===== src/rtl/soc_decerr_slave.sv =====
// soc_decerr_slave: AXI default slave that answers DECERR.
// Catches every AW/W/AR routed outside the peripheral map.
//
// Write side: AW -> W beats (ignored) -> one B with DECERR.
// Read side : AR -> ar_len_i+1 R beats of RESP_DATA, DECERR.
// The write and read FSMs are independent; each keeps at most
// one transaction outstanding.
//
// Ports
//   clk_i, rst_i      clock, sync active-high reset
//   aw_*              write address (valid/ready/id)
//   w_*               write data (valid/ready/last only)
//   b_*               write response (valid/ready/id/resp)
//   ar_*              read address (valid/ready/id/len)
//   r_*               read data (valid/ready/id/data/resp/last)
module soc_decerr_slave #(
  parameter int ID_WIDTH = 5,
  parameter int DATA_WIDTH = 64,
  parameter logic [DATA_WIDTH-1:0] RESP_DATA =
    64'hDEAD_BEEF_DEAD_BEEF
) (
  input  logic                  clk_i,
  input  logic                  rst_i,
  input  logic                  aw_valid_i,
  output logic                  aw_ready_o,
  input  logic [ID_WIDTH-1:0]   aw_id_i,
  input  logic                  w_valid_i,
  output logic                  w_ready_o,
  input  logic                  w_last_i,
  output logic                  b_valid_o,
  input  logic                  b_ready_i,
  output logic [ID_WIDTH-1:0]   b_id_o,
  output logic [1:0]            b_resp_o,
  input  logic                  ar_valid_i,
  output logic                  ar_ready_o,
  input  logic [ID_WIDTH-1:0]   ar_id_i,
  input  logic [7:0]            ar_len_i,
  output logic                  r_valid_o,
  input  logic                  r_ready_i,
  output logic [ID_WIDTH-1:0]   r_id_o,
  output logic [DATA_WIDTH-1:0] r_data_o,
  output logic [1:0]            r_resp_o,
  output logic                  r_last_o
);

  localparam logic [1:0] DECERR = 2'b11;

  typedef enum logic [1:0] {
    W_IDLE,
    W_DATA,
    W_RESP
  } w_state_e;

  typedef enum logic {
    R_IDLE,
    R_DATA
  } r_state_e;

  w_state_e            w_state_q, w_state_d;
  logic                aw_ready_q, aw_ready_d;
  logic                w_ready_q, w_ready_d;
  logic                b_valid_q, b_valid_d;
  logic [ID_WIDTH-1:0] b_id_q, b_id_d;

  r_state_e            r_state_q, r_state_d;
  logic                ar_ready_q, ar_ready_d;
  logic                r_valid_q, r_valid_d;
  logic                r_last_q, r_last_d;
  logic [ID_WIDTH-1:0] r_id_q, r_id_d;
  logic [7:0]          cnt_q, cnt_d;

  // Write FSM. Ready comes back one cycle after reset
  // because all handshake outputs are registered.
  always_comb begin
    w_state_d  = w_state_q;
    aw_ready_d = aw_ready_q;
    w_ready_d  = w_ready_q;
    b_valid_d  = b_valid_q;
    b_id_d     = b_id_q;
    unique case (w_state_q)
      W_IDLE: begin
        aw_ready_d = 1'b1;
        if (aw_valid_i && aw_ready_q) begin
          aw_ready_d = 1'b0;
          w_ready_d  = 1'b1;
          b_id_d     = aw_id_i;
          w_state_d  = W_DATA;
        end
      end
      W_DATA: begin
        if (w_valid_i && w_ready_q && w_last_i) begin
          w_ready_d = 1'b0;
          b_valid_d = 1'b1;
          w_state_d = W_RESP;
        end
      end
      W_RESP: begin
        if (b_ready_i && b_valid_q) begin
          b_valid_d  = 1'b0;
          aw_ready_d = 1'b1;
          w_state_d  = W_IDLE;
        end
      end
      default: begin
        aw_ready_d = 1'b0;
        w_ready_d  = 1'b0;
        b_valid_d  = 1'b0;
        w_state_d  = W_IDLE;
      end
    endcase
  end

  // Read FSM. r_last is precomputed so it is a flop output:
  // it rises on the beat after the one seen with cnt==1.
  always_comb begin
    r_state_d  = r_state_q;
    ar_ready_d = ar_ready_q;
    r_valid_d  = r_valid_q;
    r_last_d   = r_last_q;
    r_id_d     = r_id_q;
    cnt_d      = cnt_q;
    unique case (r_state_q)
      R_IDLE: begin
        ar_ready_d = 1'b1;
        if (ar_valid_i && ar_ready_q) begin
          ar_ready_d = 1'b0;
          r_valid_d  = 1'b1;
          r_id_d     = ar_id_i;
          cnt_d      = ar_len_i;
          r_last_d   = (ar_len_i == 8'd0);
          r_state_d  = R_DATA;
        end
      end
      R_DATA: begin
        if (r_ready_i && r_valid_q) begin
          if (r_last_q) begin
            r_valid_d  = 1'b0;
            r_last_d   = 1'b0;
            ar_ready_d = 1'b1;
            r_state_d  = R_IDLE;
          end else begin
            cnt_d    = cnt_q - 8'd1;
            r_last_d = (cnt_q == 8'd1);
          end
        end
      end
      default: begin
        ar_ready_d = 1'b0;
        r_valid_d  = 1'b0;
        r_last_d   = 1'b0;
        r_state_d  = R_IDLE;
      end
    endcase
  end

  always_ff @(posedge clk_i) begin
    if (rst_i) begin
      w_state_q  <= W_IDLE;
      aw_ready_q <= 1'b0;
      w_ready_q  <= 1'b0;
      b_valid_q  <= 1'b0;
      b_id_q     <= '0;
      r_state_q  <= R_IDLE;
      ar_ready_q <= 1'b0;
      r_valid_q  <= 1'b0;
      r_last_q   <= 1'b0;
      r_id_q     <= '0;
      cnt_q      <= 8'd0;
    end else begin
      w_state_q  <= w_state_d;
      aw_ready_q <= aw_ready_d;
      w_ready_q  <= w_ready_d;
      b_valid_q  <= b_valid_d;
      b_id_q     <= b_id_d;
      r_state_q  <= r_state_d;
      ar_ready_q <= ar_ready_d;
      r_valid_q  <= r_valid_d;
      r_last_q   <= r_last_d;
      r_id_q     <= r_id_d;
      cnt_q      <= cnt_d;
    end
  end

  assign aw_ready_o = aw_ready_q;
  assign w_ready_o  = w_ready_q;
  assign b_valid_o  = b_valid_q;
  assign b_id_o     = b_id_q;
  assign b_resp_o   = DECERR;
  assign ar_ready_o = ar_ready_q;
  assign r_valid_o  = r_valid_q;
  assign r_last_o   = r_last_q;
  assign r_id_o     = r_id_q;
  assign r_data_o   = RESP_DATA;
  assign r_resp_o   = DECERR;

endmodule


===== config.mk =====
export PLATFORM = sky130hd
export DESIGN_NAME = soc_decerr_slave
export DESIGN_NICKNAME = d
export VERILOG_FILES = /design/src/rtl/soc_decerr_slave.sv
export SDC_FILE = /design/constraint.sdc
export NUM_CORES = 1
export LEC_CHECK = 0
export BUFFER_PORTS_ARGS = -buffer_cell sky130_fd_sc_hd__buf_4
export CORE_AREA = 5 5 69 71
export CTS_CLUSTER_DIAMETER = 150
export CTS_CLUSTER_SIZE = 20
export DETAILED_ROUTE_END_ITERATION = 10
export DIE_AREA = 0 0 74 76
export GPL_ROUTABILITY_DRIVEN = 1
export GPL_TIMING_DRIVEN = 0
export PLACE_DENSITY_LB_ADDON = 0.08
export SLEW_MARGIN = 0
export SYNTH_ARGS = -nofsm -noshare
export SYNTH_HDL_FRONTEND = slang
export SYNTH_SLANG_ARGS = --single-unit

===== constraint.sdc =====
create_clock -name clk_i -period 3.99 [get_ports clk_i]
set_clock_uncertainty 0.15 [all_clocks]
set_input_delay 0.399 -clock clk_i [delete_from_list [all_inputs] [get_ports clk_i]]
set_output_delay 0.399 -clock clk_i [all_outputs]
set_load 0.01 [all_outputs]

# Word level (Yosys, flattened, before mapping)
# Index checks and enable logic that the tools add are counted.
dict set report word_totals {
  regBits 27
  inputBits 26
  out_inout_bits 84
  elab_cells 77
}
dict set report classes {
  add_sub_neg 1
  eq_ne 10
  mux 33
  bitwise 4
  n_reduce_logical 18
}
# cell n
set ops {}
lappend ops {{$mux 8} 3}
lappend ops {{$mux 1} 18}
lappend ops {{$pmux 8 s2} 1}
lappend ops {{$reduce_and 3->1} 5}
lappend ops {{$ne 2x2->1 const B} 5}
lappend ops {{$reduce_and 2->1} 5}
lappend ops {{$pmux 1 s3} 3}
lappend ops {{$eq 8x1->1 const B} 1}
lappend ops {{$logic_not 8->1} 1}
lappend ops {{$pmux 1 s2} 4}
lappend ops {{$sub 8x1->8 const B} 1}
lappend ops {{$logic_and 1x1->1} 6}
lappend ops {{$mux 2} 3}
lappend ops {{$pmux 2 s3} 1}
lappend ops {{$ne 2x1->1 const B} 2}
lappend ops {{$not 1->1} 4}
lappend ops {{$eq 2x1->1 const B} 1}
lappend ops {{$eq 2x2->1 const B} 1}
lappend ops {{$logic_not 2->1} 1}

# Logic depth before layout (Yosys ltp)
dict set report depth {
  word_depth 4
  ltp_mapped 7
  mapped_depth_nobuf 6
}

# Worst setup path after synthesis
# OpenSTA, ideal clock, no wires.
dict set report synth_timing {
  path_type {reg-to-reg}
  startpoint {register cnt_q[2]}
  endpoint {register cnt_q[7]}
  setup_time_ns 0.126
  arrival_ns 1.530
  required_ns 3.714
  path_slack_ns 2.183
  path_stages_with_launch 5
  path_buffers 0
  period_less_slack_ns 1.807
  path_cell_list {dfxtp_1 -> or3_4 -> or4_4 -> o41ai_1 -> a21oi_1}
}
dict set report synth_between {
  elab_chain_len 4
}
# item line
set synth_lines {}
lappend synth_lines {{from (decl)} 70} ;# logic [7:0] cnt_q, cnt_d;
lappend synth_lines {{from (signal assigned)} 180} ;# cnt_q <= cnt_d;
lappend synth_lines {{$sub 8x1->8} 142} ;# cnt_d = cnt_q - 8'd1;
lappend synth_lines {{$mux 8} 136} ;# if (r_last_q) begin
lappend synth_lines {{$mux 8} 135} ;# if (r_ready_i && r_valid_q) begin
lappend synth_lines {{$pmux 8 s2} 122} ;# unique case (r_state_q)
# No other way between the ends. The select of a mux whose other input is x is not followed.
# A chain may end at the register's enable or synchronous reset.

# Final worst setup path
dict set report layout_timing {
  startpoint {register cnt_q[0]}
  endpoint {register cnt_q[6]}
}
# Same word-level chain as after synthesis.

==> flow_summary.json <==
{
  "ctsHoldBuffers": 0,
  "slowest_delay_ps": 510,
  "ys_top_cells_by_count": "buf_4 (68), dfxtp_1 (27), nand2_1 (22)",
  "synth_edf_count": 0,
  "path_clk_slew_ps": 90,
  "hold_viol": 0,
  "synth_top_area_cell": "dfxtp_1",
  "drive_gt1_share_pct": 34.91,
  "crit_required_ps": 4000,
  "seqCellArea_um2": 540.5,
  "synthToLayoutAreaGrowth_pct": 36.53,
  "p_per_area_mw_per_mm2": 285.3,
  "ios": 110,
  "avgSynthCellArea_um2": 7.946,
  "p_leak_uw": 0.001219,
  "rsz0062_at_grt": "no",
  "endpoint_kind": "flop",
  "synthDistinctLibCells": 42,
  "async_reset_ff_share_pct": 0,
  "cp.arrival_ps": 2030,
  "drc_errors": 0,
  "period_share_pct": 50.74,
  "fin_setup_tns_ps": 0,
  "status": "completed",
  "antenna_found_initial": 0,
  "dp_slack_ps": 1985,
  "worst_slew_pin_slew_ps": 545.8,
  "worstHoldPathType": "input port to flop",
  "max_cap_viol_count": 0,
  "finalWorstSetupSlack_ps": 1966,
  "ctsResizeCount": 0,
  "die_w_um": 74,
  "synth_cells": 228,
  "gr-total-overflow": 0,
  "crit_type": "flop to flop",
  "start_util_pct": 43.41,
  "finalNetCount": 367,
  "vias_per_cell": 4.087,
  "grt_max_degree": 17,
  "synth-seq-area-share_pct": 29.83,
  "slew-limit-headroom_pct": 63.62,
  "portBuffers": 40,
  "dr.pass1.iters": 4,
  "dieArea_mm2": 0.005624,
  "vias": 1594,
  "report.final.slew_viol_count": 0,
  "cts_sinks": 27,
  "ir_drop_v": 0.0002141,
  "hpwl_um": 3171,
  "cp_slowest_cell": "or4b_1",
  "wl_um": 3927,
  "rrSetupSlack_ps": 1970,
  "yosysTopAreaCellShare_pct": 29.83,
  "clock_path_buffers": 2,
  "cts_tree": "built",
  "multiInputGateArea_um2": 937.1,
  "grt_pass1_wl_um": 6092,
  "gp_congestion": 0.8055,
  "fmax_ghz": 0.4940,
  "synth_warnings": 0,
  "row_count": 24,
  "grt_usage_pct": 13.27,
  "syn_area_mm2": 0.001812,
  "cp_max_fo": 8,
  "htreeDepth": 1,
  "path_cells": "clkbuf_1 > inv_1 > ha_1 > or4b_1 > nor4b_1 > nor4_1",
  "path_buf_inv": 2,
  "die_h_um": 76,
  "clockRootBuffer": "clkbuf_8",
  "drtIter0Drc": 38,
  "ys_ff_latch": 27,
  "synthFlopType": "dfxtp_1",
  "fillers": 399,
  "setup_viol": 0,
  "critPathTopFamily": "simple AND/OR/NAND/NOR gates",
  "whs_ps": 198.9,
  "startpoint_type": "flop",
  "cts_setup_buffers": 0,
  "ys_top_cells_by_area": "dfxtp_1 (30%), buf_4 (28%), nand2_1 (4.6%)",
  "post-synth-top-count-cell": "buf_4",
  "core_area_mm2": 0.004174,
  "grt_pass1_vias": 1428,
  "power_uw": 705.6,
  "insertion_delay_ps": 280,
  "cts_buffers": 3,
  "drt-wirelength-per-cell_um": 10.07,
  "ant_nets": 0,
  "num_antenna_cells": 0,
  "fin_crit_ps": 2024
}
## sequential cells by signal (all words and copies together), names as in the netlist
register and flops:
b_id_o 5, r_valid_o 1, ar_ready_o 1, w_state_q 2, w_ready_o 1, aw_ready_o 1
b_valid_o 1, r_last_o 1, cnt_q 8, r_id_o 5, r_state_q 1
## placed cells by master (no fill, tap or decap), drive strengths merged, types with 7 or more instances in the layout
master,instances
clkbuf,12
mux2i,7
nor2,11
conb,68
a21oi,15
o21ai,11
dfxtp,27
inv,9
buf,108
nand2,22
## worst paths after layout
path,from,endpoint,cells after the start
setup / recovery,cnt_q[0],cnt_q[6],6
hold / removal,aw_id_i[0],b_id_o[0],3
setup reg to reg,cnt_q[0],cnt_q[6],6
hold reg to reg,r_id_o[0],r_id_o[0],2
## kinds of logic (layout without fill, tap and decap cells)
| group | count (synthesis) | count (layout) | share of synthesized area (%) |
|---|---|---|---|
| AO/OA/AOI/OAI | 40 | 40 | 14.23 |
| other | 2 | 68 | 0.4145 |
| flip-flops | 27 | 27 | 29.83 |
| AND/OR/NAND/NOR | 63 | 63 | 18.16 |
| multiplexers | 7 | 7 | 3.868 |
| adder cells (fa/ha/maj) | 2 | 2 | 1.381 |
| buffers and inverters | 87 | 131 | 32.11 |
## area by class of cell
cell class              count  area share, %
multi-input cells         180          37.89
plain buffers              77          22.00
flip-flops and latches     27          21.85
repair buffers             40          12.14
well taps                  52          2.630
clock buffers               3          1.669
inverters                  10          1.517
clock inverters             1         0.3035
## worst register-to-register path: stages, from the launching register on
cell,delay [ps]
dfxtp_1,320
clkbuf_1,190
inv_1,120
ha_1,210
or4b_1,510
nor4b_1,320
nor4_1,90
## power breakdown
group	total (uW)	switching [uW]	internal, uW
clock network	159	88.4	71.0
registers	314	20.9	293
logic	232	113	119
## stage by stage
| stage | instances | area (um2) | utilization [%] |
|---|---|---|---|
| floorplan | 294 | 2059 | - |
| global placement | 386 | 2425 | 58.09 |
| detailed placement | 386 | 2425 | 58.09 |
| CTS | 390 | 2474 | 59.26 |
| global route | 390 | 2474 | 59.26 |
| finish | 390 | 2474 | 59.26 |
## metal layers
layer  global-route usage, %  vias up  wire length (um)
met1                   16.67      667              1584
met4                   5.254        0                72
met5                       0        -                 0
li1                        -      847                 -
met3                   3.958        7               518
met2                   20.92       73              1752
(Power assumes the default switching activity.)
